==> config.mk <==
export PLATFORM = sky130hd
export DESIGN_NAME = calc_bcd_addsub
export DESIGN_NICKNAME = d
export VERILOG_FILES = /design/src/rtl/calc_bcd_addsub.sv
export SDC_FILE = /design/constraint.sdc
export NUM_CORES = 1
export LEC_CHECK = 0
export BUFFER_PORTS_ARGS = -buffer_cell sky130_fd_sc_hd__clkbuf_2
export CAP_MARGIN = 20
export CORE_MARGIN = 2
export CORE_UTILIZATION = 35
export CTS_BUF_LIST = sky130_fd_sc_hd__clkbuf_4 sky130_fd_sc_hd__clkbuf_8
export CTS_CLUSTER_DIAMETER = 120
export DETAILED_ROUTE_END_ITERATION = 6
export SYNTH_ARGS = -nofsm -noshare
export SYNTH_HDL_FRONTEND = slang
export SYNTH_SLANG_ARGS = --single-unit
==> constraint.sdc <==
create_clock -name clk_i -period 3.6 [get_ports clk_i]
set_clock_uncertainty 0.2 [all_clocks]
set_input_delay 0 -clock clk_i [delete_from_list [all_inputs] [get_ports clk_i]]
set_output_delay 0 -clock clk_i [all_outputs]
set_load 0.05 [all_outputs]
==> src/rtl/calc_bcd_addsub.sv <==
// rtl/calc_bcd_addsub.sv - digit-serial signed BCD add/subtract unit with operand alignment
// Optional result normalisation stage enabled by defining CALC_ADDSUB_NORMALISE_EN
module calc_bcd_addsub #(
    parameter int NUM_DIGITS = 8,
    parameter int EXP_W      = $clog2(NUM_DIGITS),
    parameter int NUM_W      = 2 + EXP_W + 4 * NUM_DIGITS
) (
    input  logic             clk_i,
    input  logic             rst_i,
    input  logic             in_valid_i,
    output logic             in_ready_o,
    input  logic             op_sub_i,
    input  logic [NUM_W-1:0] a_i,
    input  logic [NUM_W-1:0] b_i,
    output logic             out_valid_o,
    input  logic             out_ready_i,
    output logic [NUM_W-1:0] result_o
);

    localparam int SIG_W = 4 * NUM_DIGITS;
    localparam int CNT_W = $clog2(NUM_DIGITS);
    localparam logic [CNT_W-1:0] LAST_DIG = CNT_W'(NUM_DIGITS - 1);

    typedef enum logic [2:0] {
        S_IDLE,
        S_ALIGN,
        S_ADD,
        S_FIXUP,
        S_COMP,
`ifdef CALC_ADDSUB_NORMALISE_EN
        S_NORM,
`endif
        S_DONE
    } state_t;

`ifdef CALC_ADDSUB_NORMALISE_EN
    localparam state_t POST_STATE = S_NORM;
`else
    localparam state_t POST_STATE = S_DONE;
`endif

    state_t           state_q, state_d;
    logic [SIG_W-1:0] a_sig_q, a_sig_d;
    logic [SIG_W-1:0] b_sig_q, b_sig_d;
    logic [EXP_W-1:0] exp_a_q, exp_a_d;
    logic [EXP_W-1:0] exp_b_q, exp_b_d;
    logic             sign_q, sign_d;
    logic             err_q, err_d;
    logic             eff_sub_q, eff_sub_d;
    logic             carry_q, carry_d;
    logic [CNT_W-1:0] dig_q, dig_d;

    logic [3:0]       dig_x, dig_y, dig_res;
    logic [4:0]       dig_sum;
    logic             dig_cout;

    // Operand fields of the incoming pair
    logic             a_sign, b_sign, a_err, b_err;
    logic [EXP_W-1:0] a_exp, b_exp;
    logic [SIG_W-1:0] a_sig, b_sig;

    assign a_sign = a_i[NUM_W-1];
    assign a_err  = a_i[NUM_W-2];
    assign a_exp  = a_i[SIG_W +: EXP_W];
    assign a_sig  = a_i[SIG_W-1:0];
    assign b_sign = b_i[NUM_W-1];
    assign b_err  = b_i[NUM_W-2];
    assign b_exp  = b_i[SIG_W +: EXP_W];
    assign b_sig  = b_i[SIG_W-1:0];

    assign in_ready_o  = (state_q == S_IDLE);
    assign out_valid_o = (state_q == S_DONE);
    // A zero significand is always reported as positive
    assign result_o    = {sign_q & (|a_sig_q), err_q, exp_a_q, a_sig_q};

    // Shared single-digit BCD adder; COMPLEMENT feeds 9-d of the accumulator with no addend
    always_comb begin
        dig_x = a_sig_q[3:0];
        dig_y = 4'd0;
        if (state_q == S_COMP) begin
            dig_x = 4'd9 - a_sig_q[3:0];
        end else begin
            dig_y = eff_sub_q ? (4'd9 - b_sig_q[3:0]) : b_sig_q[3:0];
        end
        dig_sum  = {1'b0, dig_x} + {1'b0, dig_y} + {4'd0, carry_q};
        dig_cout = (dig_sum > 5'd9);
        dig_res  = dig_cout ? (dig_sum[3:0] - 4'd10) : dig_sum[3:0];
    end

    // Next-state logic; the accumulator a_sig shifts right, taking each result digit at the MSD
    always_comb begin
        state_d   = state_q;
        a_sig_d   = a_sig_q;
        b_sig_d   = b_sig_q;
        exp_a_d   = exp_a_q;
        exp_b_d   = exp_b_q;
        sign_d    = sign_q;
        err_d     = err_q;
        eff_sub_d = eff_sub_q;
        carry_d   = carry_q;
        dig_d     = dig_q;
        case (state_q)
            S_IDLE: begin
                if (in_valid_i) begin
                    eff_sub_d = a_sign ^ b_sign ^ op_sub_i;
                    carry_d   = 1'b0;
                    dig_d     = '0;
                    if (a_err || b_err) begin
                        a_sig_d = '0;
                        b_sig_d = '0;
                        exp_a_d = '0;
                        exp_b_d = '0;
                        sign_d  = 1'b0;
                        err_d   = 1'b1;
                        state_d = S_DONE;
                    end else begin
                        a_sig_d = a_sig;
                        b_sig_d = b_sig;
                        exp_a_d = a_exp;
                        exp_b_d = b_exp;
                        sign_d  = a_sign;
                        err_d   = 1'b0;
                        state_d = S_ALIGN;
                    end
                end
            end
            S_ALIGN: begin
                if (exp_a_q == exp_b_q) begin
                    carry_d = eff_sub_q;
                    dig_d   = '0;
                    state_d = S_ADD;
                end else if (exp_a_q < exp_b_q) begin
                    if (a_sig_q[SIG_W-1 -: 4] == 4'd0) begin
                        a_sig_d = a_sig_q << 4;
                        exp_a_d = exp_a_q + EXP_W'(1);
                    end else begin
                        b_sig_d = b_sig_q >> 4;
                        exp_b_d = exp_b_q - EXP_W'(1);
                    end
                end else begin
                    if (b_sig_q[SIG_W-1 -: 4] == 4'd0) begin
                        b_sig_d = b_sig_q << 4;
                        exp_b_d = exp_b_q + EXP_W'(1);
                    end else begin
                        a_sig_d = a_sig_q >> 4;
                        exp_a_d = exp_a_q - EXP_W'(1);
                    end
                end
            end
            S_ADD: begin
                a_sig_d = {dig_res, a_sig_q[SIG_W-1:4]};
                b_sig_d = b_sig_q >> 4;
                carry_d = dig_cout;
                if (dig_q == LAST_DIG) begin
                    state_d = S_FIXUP;
                end else begin
                    dig_d = dig_q + CNT_W'(1);
                end
            end
            S_FIXUP: begin
                if (!eff_sub_q) begin
                    if (carry_q) begin
                        if (exp_a_q != '0) begin
                            a_sig_d = {4'd1, a_sig_q[SIG_W-1:4]};
                            exp_a_d = exp_a_q - EXP_W'(1);
                            state_d = POST_STATE;
                        end else begin
                            a_sig_d = '0;
                            exp_a_d = '0;
                            sign_d  = 1'b0;
                            err_d   = 1'b1;
                            state_d = S_DONE;
                        end
                    end else begin
                        state_d = POST_STATE;
                    end
                end else if (!carry_q) begin
                    // |A| < |B|: the ten's complement recovers the magnitude
                    sign_d  = ~sign_q;
                    carry_d = 1'b1;
                    dig_d   = '0;
                    state_d = S_COMP;
                end else begin
                    state_d = POST_STATE;
                end
            end
            S_COMP: begin
                a_sig_d = {dig_res, a_sig_q[SIG_W-1:4]};
                carry_d = dig_cout;
                if (dig_q == LAST_DIG) begin
                    state_d = POST_STATE;
                end else begin
                    dig_d = dig_q + CNT_W'(1);
                end
            end
`ifdef CALC_ADDSUB_NORMALISE_EN
            S_NORM: begin
                if ((exp_a_q != '0) && (a_sig_q[3:0] == 4'd0)) begin
                    a_sig_d = a_sig_q >> 4;
                    exp_a_d = exp_a_q - EXP_W'(1);
                end else begin
                    state_d = S_DONE;
                end
            end
`endif
            S_DONE: begin
                if (out_ready_i) begin
                    state_d = S_IDLE;
                end
            end
            default: begin
                state_d = S_IDLE;
            end
        endcase
    end

    // State and datapath registers
    always_ff @(posedge clk_i) begin
        if (rst_i) begin
            state_q   <= S_IDLE;
            a_sig_q   <= '0;
            b_sig_q   <= '0;
            exp_a_q   <= '0;
            exp_b_q   <= '0;
            sign_q    <= 1'b0;
            err_q     <= 1'b0;
            eff_sub_q <= 1'b0;
            carry_q   <= 1'b0;
            dig_q     <= '0;
        end else begin
            state_q   <= state_d;
            a_sig_q   <= a_sig_d;
            b_sig_q   <= b_sig_d;
            exp_a_q   <= exp_a_d;
            exp_b_q   <= exp_b_d;
            sign_q    <= sign_d;
            err_q     <= err_d;
            eff_sub_q <= eff_sub_d;
            carry_q   <= carry_d;
            dig_q     <= dig_d;
        end
    end

endmodule

==> flow_summary.yaml <==
run_status:
  outcome: "complete, but fails checks"
  violations: "design-rule violations"
route:
  first_pass_iters: 7
  antenna_left: 0
  drt_iter0_markers: 683
  drc: 6
  num_vias: 5565
  via_per_inst: 6.01
  wl_um: 16800
  wl_per_cell_um: 18.2
yosys:
  synth-warning-count: 0
  synthTopCellsByCount: "a21oi_1, dfxtp_1, a222oi_1, a211oi_2, a211oi_1"
  synthesis.area_sq_mm: 0.00510
  ys_types: 68
  synth_area_leader_cell: "dfxtp_1"
  synth_flop_cell: "dfxtp_1"
  synth-seq-cells: 80
  synth.area.top_cells: "dfxtp_1, a222oi_1, a21oi_1"
  synth_most_common_cell: "a21oi_1"
  synth_edf_count: 0
  mappedNetlistNets: 667
  synth_sequential_area_ratio_pct: 31.4
  synth_top_area_share_pct: 31.4
  async_flop_share_pct: 0
  synthCells: 571
  synth_area_per_cell_sq_um: 8.94
power_and_ir_drop:
  switching_share_pct: 53.0
  ir_drop_v: 0.000539
  combinationalPowerShare_pct: 67.6
  intPower_mw: 3.41
  seqPwrFrac_pct: 22.1
  powerDensity_mw_per_mm2: 1070
  p_clk_share_pct: 10.3
  p_leak_nw: 2.64
  switchingPower_mw: 3.85
  total_power_mw: 7.26
clocking:
  cts_tree: "built"
  cts_buffer_depth: 2
  clock-sinks: 80
  cts_buffers: 9
  clkLatencyLatePin_ps: 370
  path_clk_slew_ps: 80
  htree_levels: 3
  root_buffer: "clkbuf_8"
sta:
  finalMaxSlewViolations: 0
  tightest_slew_ps: 922
  worst_slack_ps: 244
  tns_ps: 0
  timing.fmax_mhz: 298
  finalHoldViolCount: 0
  rsz0062_at_grt: "false"
  period_needed_ps: 3360
  slew-limit-headroom_pct: 38.5
  fin_crit_sh_pct: 93.2
  setup_violations: 0
  hold-worst-slack_ps: 41.3
grt:
  use_met3_pct: 4.21
  grt_pass1_vias: 5376
  grtUsageMet2_pct: 36.0
  antenna_found_initial: 0
  met1_usage_pct: 27.1
  track_usage_pct: 21.2
  grt_pass1_wl_um: 27400
  grt_overflow: 0
  busiest_layer: "met2"
  grt_max_degree: 39
cells_and_area:
  fill_cells: 1334
  area_growth_pct: 33.3
  nNetsFinal: 833
  drive_gt1_share_pct: 27.2
  antenna_cells: 0
floorplan:
  start_util_pct: 35.5
  dieArea_sq_mm: 0.0156
  io-pin-count: 118
  die_h_um: 125
  num_rows: 44
  coreArea_sq_mm: 0.0144
  die_x_um: 125
critical_path:
  crit_path_start_kind: "register"
  ff2ff_setup_slack_ps: 240
  path_max_fanout: 4
  worst_ep_required_time_ps: 3690
  reg2reg_to: "a_sig_q[29]"
  r2r_cells: 14
  crit_type: "reg2reg"
  r2r_start: "state_q[1]"
  end_kind: "register"
  crit_arrival_ps: 3450
worst_hold_path:
  hp-class: "in2reg"
  worstHoldPathCells: 5
  min_to: "sign_q"
  hp-start: "b_i[35]"
place:
  pre_cts_ws_ps: 49.0
  port_buffers: 117
  place.gp.congestion: 0.853
  hpwlAfterDp_um: 11100
run:
  cap_violations: 0
-- placed cells by master (no fill, tap or decap), types with 7 or more instances in the layout --
| cell type | n |
|---|---|
| dfxtp_1 | 80 |
| nor3_1 | 9 |
| o21ai_0 | 10 |
| nand2_1 | 15 |
| a211oi_2 | 31 |
| inv_1 | 19 |
| a222oi_1 | 48 |
| clkbuf_8 | 9 |
| a22oi_1 | 12 |
| a21oi_1 | 84 |
| nor2_1 | 21 |
| nor4_1 | 8 |
| a211oi_1 | 30 |
| buf_4 | 19 |
| nand3_1 | 7 |
| ha_1 | 14 |
| xnor2_1 | 7 |
| clkbuf_2 | 116 |
| dlygate4sd3_1 | 79 |
-- routing by layer --
metal | vias to the layer above | routed length, um | share of wire (%)
met1 | 2632 | 7230 | 43
met3 | 32 | 1210 | 7.2
met5 | - | 0 | 0
met4 | 0 | 321 | 1.9
met2 | 278 | 8080 | 48
li1 | 2623 | - | -
-- area by class of cell --
cell class                      instances  area (sq um)  area share [%]
Sequential cell                        80          1600            23.6
Tap cell                              184           230            3.39
Clock inverter                          6          83.8            1.23
Timing Repair Buffer                  215          1520            22.3
Multi-Input combinational cell        411          3160            46.4
Clock buffer                           10           131            1.93
Inverter                               20          75.1            1.10
-- kinds of logic after synthesis --
| kind of cell | Yosys count | synth area share (%) |
|---|---|---|
| buffers and inverters | 80 | 7.48 |
| AND/OR/NAND/NOR | 106 | 11.8 |
| AO/OA/AOI/OAI | 270 | 41.4 |
| XOR/XNOR | 12 | 2.06 |
| multiplexers | 6 | 1.20 |
| adder cells (fa/ha/maj) | 17 | 4.61 |
| flip-flops | 80 | 31.4 |
-- what timing repair did --
item,4_1_cts,5_1_grt
buffers inserted,0,3
resized for setup,0,2
setup endpoints to repair,0,4
hold endpoints to repair,73,0
hold buffers,79,0
-- worst max-delay path: stages, from the launching register on --
cell      delay, ps
dfxtp_1         310
nand2b_2        210
nor2_4          120
xnor2_1         150
fa_1            210
inv_1            60
fa_1            430
xor2_2          240
inv_1            70
ha_1            220
and2_1          170
o21bai_1        200
o31ai_2         330
a211oi_1        140
a211oi_2        220
-- power groups by stage --
stage / clock (mW) / combinational, mW / sequential [mW]
global placement: 0 / 4.57 / 1.61
CTS: 0.775 / 4.79 / 1.60
floorplan: 0 / 3.52 / 1.89
finish: 0.748 / 4.91 / 1.61
detailed placement: 0 / 4.68 / 1.62
global route: 0.791 / 5.37 / 1.65
-- metrics by stage --
step	util (%)	std cells	instance area [sq um]
after CTS	47.1	923	6770
after global placement	40.1	828	5760
after global routing	47.3	926	6800
final	47.3	926	6800
after detailed placement	40.1	828	5760
after floorplan	-	571	5120
-- registers in the layout, summed over array words and instances, names as in the netlist --
register,flops
exp_a_q,3
a_sig_q,32
eff_sub_q,1
state_q,3
dig_q,3
sign_q,1
err_q,1
carry_q,1
exp_b_q,3
b_sig_q,32
-- how the worst max path moves through the flow --
| stage | from | end | slack (ps) | depth (start not counted) |
|---|---|---|---|---|
| final | state_q[1] | a_sig_q[29] | 240 | 14 |
| after global routing | state_q[1] | a_sig_q[29] | 0.01 | 14 |
| after CTS | state_q[1] | a_sig_q[29] | 20 | 14 |
| after detailed placement | state_q[1] | a_sig_q[29] | 50 | 14 |
| after global placement | state_q[1] | a_sig_q[29] | 210 | 14 |
| after floorplan | state_q[0] | a_sig_q[31] | 10 | 14 |
Power figures use the tool's default switching activity.
